`src/rtl/inv_sub_round_if.sv`:
```
// Handshake bundle for inv_sub_round: state/key input channel and result output channel.
// The master drives inputs and out_ready; the slave (the round block) drives the rest.
interface inv_sub_round_if;
    logic         in_valid;
    logic         in_ready;
    logic [127:0] in_state;
    logic [127:0] in_key;
    logic         out_valid;
    logic         out_ready;
    logic [127:0] out_state;

    modport master (
        output in_valid, in_state, in_key, out_ready,
        input  in_ready, out_valid, out_state
    );

    modport slave (
        input  in_valid, in_state, in_key, out_ready,
        output in_ready, out_valid, out_state
    );
endinterface

```
`src/rtl/inv_sub_round.sv`:
```
// Decryption half-round: InvShiftRows on capture, then LANES bytes per cycle of
// InvSubBytes + AddRoundKey in place; result waits in DONE for the next stage.
//
//   state | meaning
//   IDLE  | ready for a new state/key pair
//   BUSY  | substituting bytes idx..idx+LANES-1 each cycle
//   DONE  | out_state holds the finished result, waiting for out_ready
module inv_sub_round #(
    parameter int LANES = 1
) (
    input  logic           clk,
    input  logic           reset_n,
    input  logic           clr,
    inv_sub_round_if.slave bus
);
    typedef enum logic [1:0] {IDLE, BUSY, DONE} state_t;

    state_t           state, state_nxt;
    logic [3:0]       idx;
    logic [15:0][7:0] work, key, work_nxt, shifted, in_b;
    logic             last_step, capture;

    function automatic logic [7:0] gmul(input logic [7:0] a, input logic [7:0] b);
        logic [7:0] p, aa;
        p  = 8'h00;
        aa = a;
        for (int i = 0; i < 8; i++) begin
            if (b[i]) p = p ^ aa;
            aa = {aa[6:0], 1'b0} ^ (aa[7] ? 8'h1b : 8'h00);
        end
        return p;
    endfunction

    // Inverse affine transform followed by the field inverse x^254 (0 maps to 0).
    function automatic logic [7:0] inv_sbox(input logic [7:0] v);
        logic [7:0] a, sq, r;
        a  = {v[6:0], v[7]} ^ {v[4:0], v[7:5]} ^ {v[1:0], v[7:2]} ^ 8'h05;
        sq = a;
        r  = 8'h01;
        for (int i = 1; i < 8; i++) begin
            sq = gmul(sq, sq);
            r  = gmul(r, sq);
        end
        return r;
    endfunction

    // Byte j of the bus lives in packed element 15-j, so byte 0 stays in the MSBs.
    assign in_b = bus.in_state;

    always_comb begin
        shifted = '0;
        for (int c = 0; c < 4; c++) begin
            for (int r = 0; r < 4; r++) begin
                shifted[15 - (4 * c + r)] = in_b[15 - (4 * ((c - r + 4) % 4) + r)];
            end
        end
    end

    always_comb begin
        logic [3:0] lane;
        logic [3:0] pos;
        work_nxt = work;
        lane     = idx;
        pos      = 4'd15 - idx;
        for (int l = 0; l < LANES; l++) begin
            lane           = idx + 4'(l);
            pos            = 4'd15 - lane;
            work_nxt[pos]  = inv_sbox(work[pos]) ^ key[pos];
        end
    end

    assign last_step = (idx == 4'(16 - LANES));
    assign capture   = (state == IDLE) && bus.in_valid && !clr;

    always_ff @(posedge clk or negedge reset_n) begin
        if (!reset_n) begin
            state <= IDLE;
        end else begin
            state <= state_nxt;
        end
    end

    always_comb begin
        state_nxt = state;
        case (state)
            IDLE:    if (bus.in_valid)  state_nxt = BUSY;
            BUSY:    if (last_step)     state_nxt = DONE;
            DONE:    if (bus.out_ready) state_nxt = IDLE;
            default:                    state_nxt = IDLE;
        endcase
        if (clr) state_nxt = IDLE;
    end

    // idx wraps to 0 on the final step, so it never leaves 0..15.
    always_ff @(posedge clk or negedge reset_n) begin
        if (!reset_n) begin
            idx  <= '0;
            work <= '0;
            key  <= '0;
        end else if (clr) begin
            idx <= '0;
        end else if (capture) begin
            work <= shifted;
            key  <= bus.in_key;
            idx  <= '0;
        end else if (state == BUSY) begin
            work <= work_nxt;
            idx  <= idx + 4'(LANES);
        end
    end

    assign bus.in_ready  = (state == IDLE);
    assign bus.out_valid = (state == DONE);
    assign bus.out_state = work;
endmodule

```
`src/flat_wrapper.sv`:
```
// flat-port wrapper written by rule: the top's interface ports become plain ports
module inv_sub_round_flat 
#(
    parameter int LANES = 1
)
  (clk, reset_n, clr, bus_in_valid, bus_in_state, bus_in_key, bus_out_ready, bus_in_ready, bus_out_valid, bus_out_state);
  inv_sub_round_if bus_i ();
  input  logic clk;
  input  logic reset_n;
  input  logic clr;
  input wire logic [$bits(bus_i.in_valid)-1:0] bus_in_valid;
  input wire logic [$bits(bus_i.in_state)-1:0] bus_in_state;
  input wire logic [$bits(bus_i.in_key)-1:0] bus_in_key;
  input wire logic [$bits(bus_i.out_ready)-1:0] bus_out_ready;
  output wire logic [$bits(bus_i.in_ready)-1:0] bus_in_ready;
  output wire logic [$bits(bus_i.out_valid)-1:0] bus_out_valid;
  output wire logic [$bits(bus_i.out_state)-1:0] bus_out_state;
  assign bus_i.in_valid = bus_in_valid;
  assign bus_i.in_state = bus_in_state;
  assign bus_i.in_key = bus_in_key;
  assign bus_i.out_ready = bus_out_ready;
  assign bus_in_ready = bus_i.in_ready;
  assign bus_out_valid = bus_i.out_valid;
  assign bus_out_state = bus_i.out_state;
  inv_sub_round #(.LANES(LANES)) u_core (.clk(clk), .reset_n(reset_n), .clr(clr), .bus(bus_i));
endmodule
```
`config.mk`:
```
export PLATFORM = sky130hd
export DESIGN_NAME = inv_sub_round_flat
export DESIGN_NICKNAME = d
export VERILOG_FILES = /design/src/rtl/inv_sub_round_if.sv /design/src/rtl/inv_sub_round.sv /design/src/flat_wrapper.sv
export SDC_FILE = /design/constraint.sdc
export NUM_CORES = 1
export LEC_CHECK = 0
export ABC_AREA = 1
export CELL_PAD_IN_SITES_DETAIL_PLACEMENT = 1
export CELL_PAD_IN_SITES_GLOBAL_PLACEMENT = 2
export CORE_UTILIZATION = 30
export CTS_BUF_LIST = sky130_fd_sc_hd__clkbuf_4 sky130_fd_sc_hd__clkbuf_8 sky130_fd_sc_hd__clkbuf_16
export DETAILED_ROUTE_END_ITERATION = 6
export GPL_TIMING_DRIVEN = 0
export PLACE_DENSITY = 0.87
export RECOVER_POWER = 50
export SLEW_MARGIN = 20
export SYNTH_ARGS = -nofsm -noshare
export SYNTH_HDL_FRONTEND = slang
export SYNTH_SLANG_ARGS = --single-unit
```
`constraint.sdc`:
```
create_clock -name clk -period 15.1 [get_ports clk]
set_input_delay 3.02 -clock clk [delete_from_list [all_inputs] [get_ports clk]]
set_output_delay 3.02 -clock clk [all_outputs]
set_load 0.01 [all_outputs]
```
==> flow_metrics.env <==
export IMPL_ys_warn_count=0
export IMPL_pre_cts_ws_ns=-2.91
export IMPL_num_rows=122
export IMPL_crit_path_end_kind="flop"
export IMPL_status="finished with violations"
export IMPL_initial_utilization_pct=30.4
export IMPL_ant_nets=0
export IMPL_fin_skew_ns=0.0313
export IMPL_htree_levels=2
export IMPL_setup_viol=0
export IMPL_period_needed_ns=14.34
export IMPL_syn_area_per_cell_um2=5.78
export IMPL_syn_instance_count=5847
export IMPL_ys_flop_type="dfrtp_1"
export IMPL_die_area_mm2=0.114
export IMPL_synthTopCellsByArea="nand2_1, dfrtp_1, nand3_1, inv_1, nor2_1"
export IMPL_grtUsageTotal_pct=28.2
export IMPL_slowest_delay_ns=0.47
export IMPL_layout_nets=6620
export IMPL_avgRoutedWirePerCell_um=21.1
export IMPL_portBuffers=390
export IMPL_placed_cells=7727
export IMPL_utilization_pct=38.3
export IMPL_finalCritPeriodShare_pct=95.0
export IMPL_wirelength_um=166000
export IMPL_route_vias_total=40800
export IMPL_met3_length_um=10500
export IMPL_layout_drive_gt1_share_pct=14.6
export IMPL_violations="max-capacitance violations, max-slew violations"
export IMPL_cts_root_buffer="clkbuf_16"
export IMPL_finalWeightedCongestion=0.937
export IMPL_hold_viol=0
export IMPL_stdcell_count=7862
export IMPL_cts_made_buffers=35
export IMPL_crit_type="reg2reg"
export IMPL_die_w_um=338
export IMPL_critPathArrivalTime_ns=14.84
export IMPL_grt_max_degree=92
export IMPL_antenna_found_initial=10
export IMPL_die_y_um=338
export IMPL_vias_per_cell=5.19
export IMPL_seq_area_frac_synth_pct=19.4
export IMPL_drc=0
export IMPL_ioPinCount=391
export IMPL_clk_pin_slew_ns=0.06
export IMPL_grt_pass1_wl_um=246000
export IMPL_cp_common_cell="nand2_1"
export IMPL_nFillCells=14900
export IMPL_start_kind="flop"
export IMPL_syn_nets=6119
export IMPL_ys_ff_latch=262
export IMPL_highest_layer="met5"
export IMPL_worst_pin_slew_ns=5.05
export IMPL_max_freq_ghz=0.0697
export IMPL_dr_pass1_iters=5
export IMPL_slew_violations=267
export IMPL_clkLatencyLatePin_ns=0.58
export IMPL_synthToLayoutAreaGrowth_pct=26.1
export IMPL_min_delay_start="u_core.key[75]"
export IMPL_grt_pass1_vias=40800
export IMPL_synth_top_area_cell="nand2_1"
export IMPL_crit_path_start="u_core.idx[0]"
export IMPL_hpwlAfterDp_um=133000
export IMPL_cts_tree="done"
export IMPL_cp_max_fo=10
export IMPL_overflow=0
export IMPL_slowest_stage="dfrtp_2"
export IMPL_async_reset_ff_share_pct=100
export IMPL_drv_cap=3
export IMPL_synth_cell_types=57
export IMPL_min_delay_path_class="reg2reg"
export IMPL_drtIter0Drc=3058
export IMPL_synth_top_area_share_pct=25.6
export IMPL_required_ns=15.59
export IMPL_whs_ns=0.503
export IMPL_clockBufferDepth=3
export IMPL_setup_ws_ns=0.758
export IMPL_r2r_start="u_core.idx[0]"
export IMPL_wl_met2_um=77300
export IMPL_slew_headroom_pct=-237
export IMPL_netlist_area_mm2=0.0338
export IMPL_cts_num_sinks=262
export IMPL_synth_edf_count=0
export IMPL_postCtsHoldBufs=0
export IMPL_fp_coreArea_mm2=0.111
export IMPL_wl_met1_um=73500
[synth_stat cells, types with 5 or more instances]
master	n
a21oi_1	87
a32o_1	13
buf_1	10
buf_2	18
buf_4	51
buf_6	39
buf_8	10
clkbuf_1	46
clkinv_1	12
dfrtp_1	262
ha_1	11
inv_1	766
inv_2	100
inv_4	9
mux2_2	100
nand2_1	2300
nand2_2	181
nand2_4	47
nand3_1	788
nand3_2	30
nand3b_1	53
nand4_1	59
nor2_1	308
nor2_2	17
nor2_4	5
o2111ai_1	6
o211ai_1	7
o21ai_0	69
o21ai_1	36
o21bai_1	12
o22ai_1	135
or2_1	19
xnor2_1	62
xnor2_2	6
xor2_1	111
xor2_2	20
[layout by cell type (no fill, tap or decap), drive strengths merged, types with 108 or more instances in the layout]
cell / instances
o22ai: 135
buf: 194
clkbuf: 111
o21ai: 108
clkdlybuf4s50: 326
nand2: 2531
xor2: 134
nand3: 818
inv: 878
dfrtp: 262
nor2: 331
[what timing repair did]
| action | 4_1_cts | 5_1_grt |
|---|---|---|
| endpoints found under the setup margin | 128 | 128 |
| resized for setup | 75 | 205 |
| cloned | 0 | 2 |
| buffers inserted | 12 | 58 |
| pin swaps | 13 | 45 |
[layer usage]
metal	track usage [%]	up-vias
met5	0	-
li1	-	19300
met1	37.6	20200
met4	7.11	6
met3	3.71	217
met2	47.7	1173
[kinds of logic (layout without fill, tap and decap cells)]
kind of cell             count (synthesis)  after routing  synth area share (%)
adder cells (fa/ha/maj)                 11             11                 0.407
XOR/XNOR                               206            206                  6.27
buffers and inverters                 1069           1594                  14.0
AO/OA/AOI/OAI                          377            377                  6.60
multiplexers                           100            100                  3.33
AND/OR/NAND/NOR                       3822           3823                  50.0
other                                    0              1                     0
flip-flops                             262            262                  19.4
[path summary, 6_finish.rpt]
path	end	slack [ns]	cells past startpoint
worst max-delay path	u_core.bus.out_state[23]	0.76	102
worst min-delay path	u_core.key[75]	0.50	1
worst max register to register	u_core.bus.out_state[23]	0.76	102
worst min register to register	u_core.key[75]	0.50	1
max in group asynchronous	u_core.idx[0]	2.67	3
min in group asynchronous	u_core.key[63]	4.21	1
[worst max-delay path: cells and delay by family (launching register included)]
kind	cells	cell delay [ns]
buffers and inverters	24	2.94
flip-flops	1	0.47
adder cells (fa/ha/maj)	5	1.45
AND/OR/NAND/NOR	60	6.28
XOR/XNOR	13	3.04
[layout make-up]
type	count	area (um2)	share of cell area, %
Antenna cell	1	2.50	0.00587
Buffer	180	1530	3.60
Clock buffer	51	1040	2.44
Clock inverter	11	145	0.341
Inverter	889	3400	7.97
Multi-Input combinational cell	4517	23500	55.3
Sequential cell	262	6560	15.4
Tap cell	1488	1860	4.37
Timing Repair Buffer	463	4520	10.6
[per-stage QoR]
step | instance area [um2] | TNS (ns)
after CTS | 41200 | 0
after floorplan | 33800 | 0
final | 42600 | 0
after global routing | 42600 | -5.10
after global placement | 39600 | -566.13
after detailed placement | 39600 | -316.26
[registers in the layout, indices dropped and copies added, names as in the netlist]
name / count
u_core.bus.out_state: 128
u_core.key: 128
u_core.idx: 4
u_core.state: 2
Power is not shown: default switching activity piles up to over one toggle a cycle in this logic, so the estimate is an artifact.
